**config.mk**
```make
export PLATFORM = sky130hd
export DESIGN_NAME = decode_stage
export DESIGN_NICKNAME = d
export VERILOG_FILES = /design/src/rtl/decode_stage.sv
export SDC_FILE = /design/constraint.sdc
export NUM_CORES = 1
export LEC_CHECK = 0
export ABC_AREA = 1
export CORE_ASPECT_RATIO = 1.75
export CORE_UTILIZATION = 55
export DETAILED_ROUTE_END_ITERATION = 8
export PLACE_DENSITY = 0.95
export SYNTH_ARGS = -nofsm -noshare
export SYNTH_HDL_FRONTEND = slang
export SYNTH_SLANG_ARGS = --single-unit
```
**constraint.sdc**
```tcl
create_clock -name clk -period 3.76 [get_ports clk]
set_input_delay 0.752 -clock clk [delete_from_list [all_inputs] [get_ports clk]]
set_output_delay 0.752 -clock clk [all_outputs]
set_load 0.05 [all_outputs]
```
**src/rtl/decode_stage.sv**
```systemverilog
// decode_stage: registered RV32I(+mul/mulh) decode with a 2-entry skid buffer between fetch and execute
module decode_stage #(
  parameter int PC_W     = 32,
  parameter int ENABLE_M = 1,
  parameter int CNT_W    = 16
) (
  input  logic             clk,
  input  logic             rst_n,
  input  logic             flush,
  input  logic             in_valid,
  output logic             in_ready,
  input  logic [31:0]      instr,
  input  logic [PC_W-1:0]  pc_in,
  output logic             out_valid,
  input  logic             out_ready,
  output logic [4:0]       op_type,
  output logic [4:0]       rs1,
  output logic [4:0]       rs2,
  output logic [4:0]       rd,
  output logic [31:0]      offset,
  output logic [31:0]      immediate,
  output logic             illegal,
  output logic [PC_W-1:0]  pc_out,
  output logic [CNT_W-1:0] illegal_cnt
);
  localparam logic [4:0] I_NULL = 5'd0, I_ADD = 5'd1, I_SUB = 5'd2, I_MUL = 5'd3, I_MULH = 5'd4,
                         I_XOR = 5'd5, I_OR = 5'd6, I_AND = 5'd7, I_ADDI = 5'd8, I_BEQ = 5'd9,
                         I_BNE = 5'd10, I_BLT = 5'd11, I_BGE = 5'd12, I_LW = 5'd13, I_SW = 5'd14,
                         I_JAL = 5'd15, I_LUI = 5'd16, I_AUIPC = 5'd17, I_ERR = 5'd31;
  localparam bit M_ON = ENABLE_M != 0;
  typedef struct packed {
    logic [4:0]      op;
    logic [4:0]      rs1;
    logic [4:0]      rs2;
    logic [4:0]      rd;
    logic [31:0]     off;
    logic [31:0]     imm;
    logic [PC_W-1:0] pc;
  } ent_t;
  logic [6:0] opc, f7;
  logic [2:0] f3;
  logic [4:0] op;
  logic       r_type, br, use_rs1, use_rs2, use_rd, acc, ret;
  ent_t       d, m, s;
  logic       m_v, s_v;
  assign opc = instr[6:0];
  assign f3  = instr[14:12];
  assign f7  = instr[31:25];
  always_comb begin
    op = I_ERR;
    case (opc)
      7'h33: op = (f3 == 3'd0 && f7 == 7'h00) ? I_ADD :
                  (f3 == 3'd0 && f7 == 7'h20) ? I_SUB :
                  (M_ON && f3 == 3'd0 && f7 == 7'h01) ? I_MUL :
                  (M_ON && f3 == 3'd1 && f7 == 7'h01) ? I_MULH :
                  (f3 == 3'd4 && f7 == 7'h00) ? I_XOR :
                  (f3 == 3'd6 && f7 == 7'h00) ? I_OR :
                  (f3 == 3'd7 && f7 == 7'h00) ? I_AND : I_ERR;
      7'h13: op = f3 == 3'd0 ? I_ADDI : I_ERR;
      7'h63: op = f3 == 3'd0 ? I_BEQ : f3 == 3'd1 ? I_BNE :
                  f3 == 3'd4 ? I_BLT : f3 == 3'd5 ? I_BGE : I_ERR;
      7'h03: op = f3 == 3'd2 ? I_LW : I_ERR;
      7'h23: op = f3 == 3'd2 ? I_SW : I_ERR;
      7'h6F: op = I_JAL;
      7'h37: op = I_LUI;
      7'h17: op = I_AUIPC;
      default: op = I_ERR;
    endcase
    if (instr == 32'd0) op = I_NULL;
  end
  assign r_type  = op inside {I_ADD, I_SUB, I_MUL, I_MULH, I_XOR, I_OR, I_AND};
  assign br      = op inside {I_BEQ, I_BNE, I_BLT, I_BGE};
  assign use_rs1 = r_type | br | op inside {I_ADDI, I_LW, I_SW};
  assign use_rs2 = r_type | br | op == I_SW;
  assign use_rd  = r_type | op inside {I_ADDI, I_LW, I_JAL, I_LUI, I_AUIPC};
  always_comb begin
    d.op  = op;
    d.rs1 = use_rs1 ? instr[19:15] : 5'd0;
    d.rs2 = use_rs2 ? instr[24:20] : 5'd0;
    d.rd  = use_rd ? instr[11:7] : 5'd0;
    d.off = br ? {{19{instr[31]}}, instr[31], instr[7], instr[30:25], instr[11:8], 1'b0} :
            op == I_JAL ? {{11{instr[31]}}, instr[31], instr[19:12], instr[20], instr[30:21], 1'b0} :
            op == I_LW ? {{20{instr[31]}}, instr[31:20]} :
            op == I_SW ? {{20{instr[31]}}, instr[31:25], instr[11:7]} : 32'd0;
    d.imm = op == I_ADDI ? {{20{instr[31]}}, instr[31:20]} :
            op inside {I_LUI, I_AUIPC} ? {instr[31:12], 12'd0} : 32'd0;
    d.pc  = pc_in;
  end
  assign in_ready = !s_v;
  assign acc      = in_valid & in_ready;
  assign ret      = m_v & out_ready;
  // S only fills while M is held, so S never holds data while M is empty
  always_ff @(posedge clk or negedge rst_n) begin
    if (!rst_n) begin
      m           <= '0;
      s           <= '0;
      m_v         <= 1'b0;
      s_v         <= 1'b0;
      illegal_cnt <= '0;
    end else begin
      if (acc && op == I_ERR && illegal_cnt != {CNT_W{1'b1}}) illegal_cnt <= illegal_cnt + 1'b1;
      if (flush) begin
        m_v <= 1'b0;
        s_v <= 1'b0;
      end else if (ret || !m_v) begin
        if (s_v) begin
          m   <= s;
          m_v <= 1'b1;
          s_v <= 1'b0;
        end else begin
          m_v <= acc;
          if (acc) m <= d;
        end
      end else if (acc) begin
        s   <= d;
        s_v <= 1'b1;
      end
    end
  end
  assign out_valid = m_v;
  assign op_type   = m.op;
  assign rs1       = m.rs1;
  assign rs2       = m.rs2;
  assign rd        = m.rd;
  assign offset    = m.off;
  assign immediate = m.imm;
  assign pc_out    = m.pc;
  assign illegal   = m.op == I_ERR;
endmodule

```
== Yosys cells after proc, flatten, opt, wreduce, memory -nomap -nowiden ==
Index checks and enable logic that the tools add are counted.
Word-level totals
  latch bits: 0
  bits in writable memories: 0
  bits in registers: 250
  logic and storage cells: 120
  output and inout bits: 135
  input port bits: 69
  memories: 0
  bits in read-only memories: 0
Cells by class
  reductions and logical operators: 25
  multiplexer cells: 33
  multiply operators: 0
  equality and inequality tests: 36
  bitwise operators: 8
  shifts and indexed selects: 0
  add/sub/neg operators: 1
  divide/modulo/power cells: 0
  order comparisons: 0
Operators with widths (count)
  $mux W116: 2
  $mux W32: 6
  $mux W5: 18
  $eq A5 B4 Y1 const B: 8
  $pmux W5 S8: 1
  $logic_not A32 Y1: 1
  $eq A7 B6 Y1 const B: 4
  $eq A5 B3 Y1 const B: 4
  $eq A5 B5 Y1 const B: 4
  $add A16 B1 Y16 const B: 1
  $ne A16 B16 Y1 const B: 1
  $eq A7 B5 Y1 const B: 2
  $eq A7 B7 Y1 const B: 2
  $eq A3 B3 Y1 const B: 4
  $eq A5 B2 Y1 const B: 2
  $logic_and A1 B1 Y1: 9
  $eq A7 B1 Y1 const B: 1
  $eq A7 B2 Y1 const B: 1
  $logic_not A7 Y1: 1
  $reduce_bool A7 Y1: 1
  $mux W1: 6
  $reduce_and A3 Y1: 2
  $reduce_bool A2 Y1: 3
  $reduce_bool A3 Y1: 2
  11 further kinds: 17

== Depth between registers and ports, before layout ==
Gate-level depths: netlist of the first run.
  word-level depth: 18
  mapped depth: 20

== Worst setup path before layout of the first run ==
Ideal clock, no wire load.
  kind: register to output
  start: register m (netlist bit op_type[0])
  end: output illegal
  path buffers: 0
  cell stages (with the launch flop): 3
  setup slack: 1190 ps
  arrival time: 1818 ps
  cells stage by stage: dfrtp_1 -> inv_1 -> nor3_1
Between the ends
  word-level cells in the longest chain between the ends: 1
RTL lines
  start, declared: line 44  | ent_t d, m, s;
  start signal, assigned: line 107  | m <= s;
  $eq A5 B5 Y1: line 128  | assign illegal = m.op == I_ERR;
  end, declared: line 22  | output logic illegal,
No other way between the ends.

== Final worst setup path of the first run ==
  start: input instr[12]
  end: register illegal_cnt[13]
Between the ends
  word-level cells in the longest chain between the ends: 14
  elaborated cells between the ends (all ways): 34
RTL lines
  start, declared: line 12  | input logic [31:0] instr,
  $eq A3 B3 Y1: line 58  | (f3 == 3'd7 && f7 == 7'h00) ? I_AND : I_ERR;
  $logic_and A1 B1 Y1: line 58
  $mux W5: line 58
  $mux W5: line 57  | (f3 == 3'd6 && f7 == 7'h00) ? I_OR :
  $mux W5: line 56  | (f3 == 3'd4 && f7 == 7'h00) ? I_XOR :
  $mux W5: line 55  | (M_ON && f3 == 3'd1 && f7 == 7'h01) ? I_MULH :
  $mux W5: line 54  | (M_ON && f3 == 3'd0 && f7 == 7'h01) ? I_MUL :
  $mux W5: line 53  | (f3 == 3'd0 && f7 == 7'h20) ? I_SUB :
  $mux W5: line 52  | 7'h33: op = (f3 == 3'd0 && f7 == 7'h00) ? I_ADD :
  $pmux W5 S8: line 51  | case (opc)
  $mux W5 (*): line 69  | if (instr == 32'd0) op = I_NULL;
  $eq A5 B5 Y1 (*): line 101  | if (acc && op == I_ERR && illegal_cnt != {CNT_W{1'b1}}) illegal_cnt <= illegal_cnt + 1'b1;
  $logic_and A1 B1 Y1 (*) (2 in a row): line 101
  end signal, assigned: line 101
  end, declared: line 24  | output logic [CNT_W-1:0] illegal_cnt
Every way passes the cells marked *; elsewhere a longest branch is shown, timed or not.
A chain may end at the register's enable or synchronous reset.

==> flow_summary_export.csv, run 1 <==
group,metric,value,unit
routing,dr.max_layer_used,"met4",
routing,dr_wl_met2,15600,um
final_layout,final_cell_mix,"nand2_1 (423), dfrtp_1 (227), clkdlybuf4s50_1 (202)",
clock_network,clock-root-buffer,"clkbuf_16",
final_layout,fillers,1397,
sta,fin_skew,0.0113,ns
global_route,grt_pass1_wl,50200,um
sta,tightestPinTransition,0.818,ns
placement,routabilityCongestion,1.01,
clock_network,cts_tree,"built",
sta,min_period,3.44,ns
hold_path,min_path_type,"primary input to asynchronous set/reset pin",
placement,port-buffer-count,203,
routing,first_pass_iters,5,
clock_network,cts-resized-gates,0,
synthesis,synth-seq-cells,228,
placement,place_inst,1810,
final_layout,syn_to_final_growth,26.9,%
routing,drtIter0Drc,926,
clock_network,cts_hold_buf,0,
routing,routed_wl,30900,um
final_layout,layout_commonest_cell,"nand2_1",
global_route,grt_max_degree,101,
global_route,overflow,0,
synthesis,syn_inst,1423,
placement,hpwl,21600,um
power,peakVddDrop,0.530,mV
sta,setup_viol,0,
routing,met1Wirelength,10700,um
routing,antenna_left,0,
synthesis,synthesis.nets,1493,
final_layout,final_cells,1847,
final_layout,nets,1662,
clock_network,clockBufferDepth,3,
routing,route.met3.wl,2330,um
critical_path,crit_fanout,11,
global_route,antenna_found_initial,0,
clock_network,cts-htree-levels,1,
critical_path,critPathCaptureType,"register",
power,p_leak,6.86,nW
floorplan,core,0.0193,mm^2
clock_network,post_cts_buffers,0,
routing,drc_errors,0,
job,maxCapViolations,0,
sta,hold_violations,0,
critical_path,worst_setup_path_start_kind,"primary input",
sta,max_freq,290,MHz
floorplan,io_pins,204,
clock_network,clock_latency,0.51,ns
clock_network,numClockSinks,228,
synthesis,synth_cell_types,29,
floorplan,start_util,56.4,%
sta,relSlewSlack,45.5,%
floorplan,die_h,188,um
synthesis,ys.warnings.count,0,
critical_path,worstPathArrival,3.82,ns
floorplan,row_count,67,
sta,holdWs,0.258,ns
routing,vias_per_cell,5.63,
synthesis,syn_area,0.0109,mm^2
clock_network,clk_pin_slew,0.07,ns
power,power_density,514,mW/mm^2
final_layout,num_antenna_cells,0,
final_layout,drive_gt1_share,5.54,%
outcome,status,"completed",
sta,rsz0062_at_grt,"no",
global_route,grt_pass1_vias,10300,
critical_path,path_class,"primary input to register",
sta,period_share,91.6,%
clock_network,numCtsBuffers,21,
routing,avgRoutedWirePerCell,16.7,um
critical_path,cp.required,4.14,ns
synthesis,synth_seq_area_share,52.4,%
routing,via_count,10400,
floorplan,dieArea,0.0204,mm^2
sta,drv_slew,0,
synthesis,avgSynthCellArea,7.65,um^2
floorplan,fp.dieW,108,um
global_route,grtUsageTotal,31.2,%
## power by group
part	total [mW]	internal (mW)	leakage [nW]	switching [mW]
sequential	3.09	2.84	2.95	0.246
combinational	1.82	0.604	3.57	1.22
clock	2.20	1.25	0.335	0.944
## per-layer routing
| metal | vias to the layer above | GRT usage, % |
|---|---|---|
| met5 | - | 0 |
| met4 | 0 | 21.5 |
| met3 | 145 | 5.11 |
| met2 | 565 | 53.1 |
| met1 | 4848 | 35.1 |
| li1 | 4841 | - |
## path summary, 6_finish.rpt
kind	startpoint	depth (start not counted)	slack, ns	end
worst max-delay path	instr[12]	15	0.32	illegal_cnt[13]
worst min-delay path	rst_n	1	0.26	pc_out[24]
worst max register to register	s_v	8	1.16	illegal_cnt[13]
worst min register to register	s[114]	2	0.48	s[114]
max in group asynchronous	rst_n	2	2.59	s[79]
min in group clk	s[114]	2	0.48	s[114]
## area by class of cell
cell class	instances	area (um^2)	area share [%]
flip-flops and latches	228	5710	41.3
multi-input cells	990	4360	31.6
repair buffers	230	2280	16.5
clock buffers	27	588	4.26
inverters	121	463	3.35
well taps	241	302	2.18
clock inverters	10	118	0.852
## stage by stage
step	worst slack (ns)	setup TNS, ns	instance area, um^2	total power, mW	util, %
after floorplan	1.19	0	10900	4.23	-
after global placement	0.0641	0	13100	4.86	68.0
after detailed placement	-0.0623	-0.0723	13100	4.94	68.0
after CTS	0.400	0	13800	7.14	71.6
after global routing	0.0217	0	13800	7.41	71.6
final	0.316	0	13800	7.11	71.6
## cells in the mapped netlist
| master | n | area, um^2 |
|---|---|---|
| a21oi_1 | 78 | 390 |
| buf_2 | 9 | 45.0 |
| o21ai_0 | 152 | 761 |
| inv_2 | 8 | 30.0 |
| nor3_1 | 12 | 60.1 |
| nand4_1 | 8 | 50.1 |
| buf_1 | 5 | 18.8 |
| nor2_2 | 2 | 12.5 |
| xnor2_1 | 4 | 35.0 |
| o21ai_1 | 40 | 200 |
| clkinv_1 | 2 | 7.51 |
| clkbuf_1 | 58 | 218 |
| nand3_1 | 51 | 255 |
| o2111ai_1 | 1 | 8.76 |
| buf_4 | 12 | 90.1 |
| o22ai_1 | 1 | 6.26 |
| inv_1 | 111 | 417 |
| nand3_2 | 3 | 30.0 |
| nand2_1 | 423 | 1590 |
| dfrtp_1 | 228 | 5710 |
| nor4_2 | 1 | 12.5 |
| o21bai_1 | 1 | 7.51 |
| a21oi_2 | 1 | 8.76 |
| xor2_1 | 11 | 96.3 |
| nor2_4 | 3 | 33.8 |
| nor2_1 | 180 | 676 |
| a31oi_1 | 12 | 75.1 |
| ha_1 | 1 | 12.5 |
| nand2_2 | 5 | 31.3 |
## sequential cells by signal, indices dropped and copies added, names as in the netlist
name	flops
pc_out	32
op_type	5
illegal_cnt	16
rd	5
out_valid	1
s_v	1
offset	21
rs2	5
rs1	5
s	105
immediate	32
## critical path: stages
cell and delay [ns]:
clkdlybuf4s50_1 0.68, nor2_1 0.11, nand2_1 0.17, inv_1 0.10, nand2_1 0.08, nand2_1 0.07
nor2_2 0.14, nor2_1 0.08, nor2_1 0.16, nand2_1 0.12, nor2_1 0.29, nand3_1 0.44
nor2_1 0.34, nand3_1 0.13, xnor2_1 0.15
## cells by family (layout without fill, tap and decap cells)
kind of cell | count (synthesis) | count (layout) | synth area share, %
adder cells (fa/ha/maj) | 1 | 1 | 0.115
buffers and inverters | 205 | 388 | 7.59
flip-flops | 228 | 228 | 52.4
XOR/XNOR | 15 | 15 | 1.21
AND/OR/NAND/NOR | 688 | 688 | 25.3
AO/OA/AOI/OAI | 286 | 286 | 13.4
Note: power is estimated with default switching activity, not from simulation.
==> run 2, diff against run 1 <==
- SKIP_CTS_REPAIR_TIMING: default -> 1
- TNS_END_PERCENT: default -> 10
==> results of run 2 <==
Same layout as run 1: the final DEF is identical, and so are final timing and power.
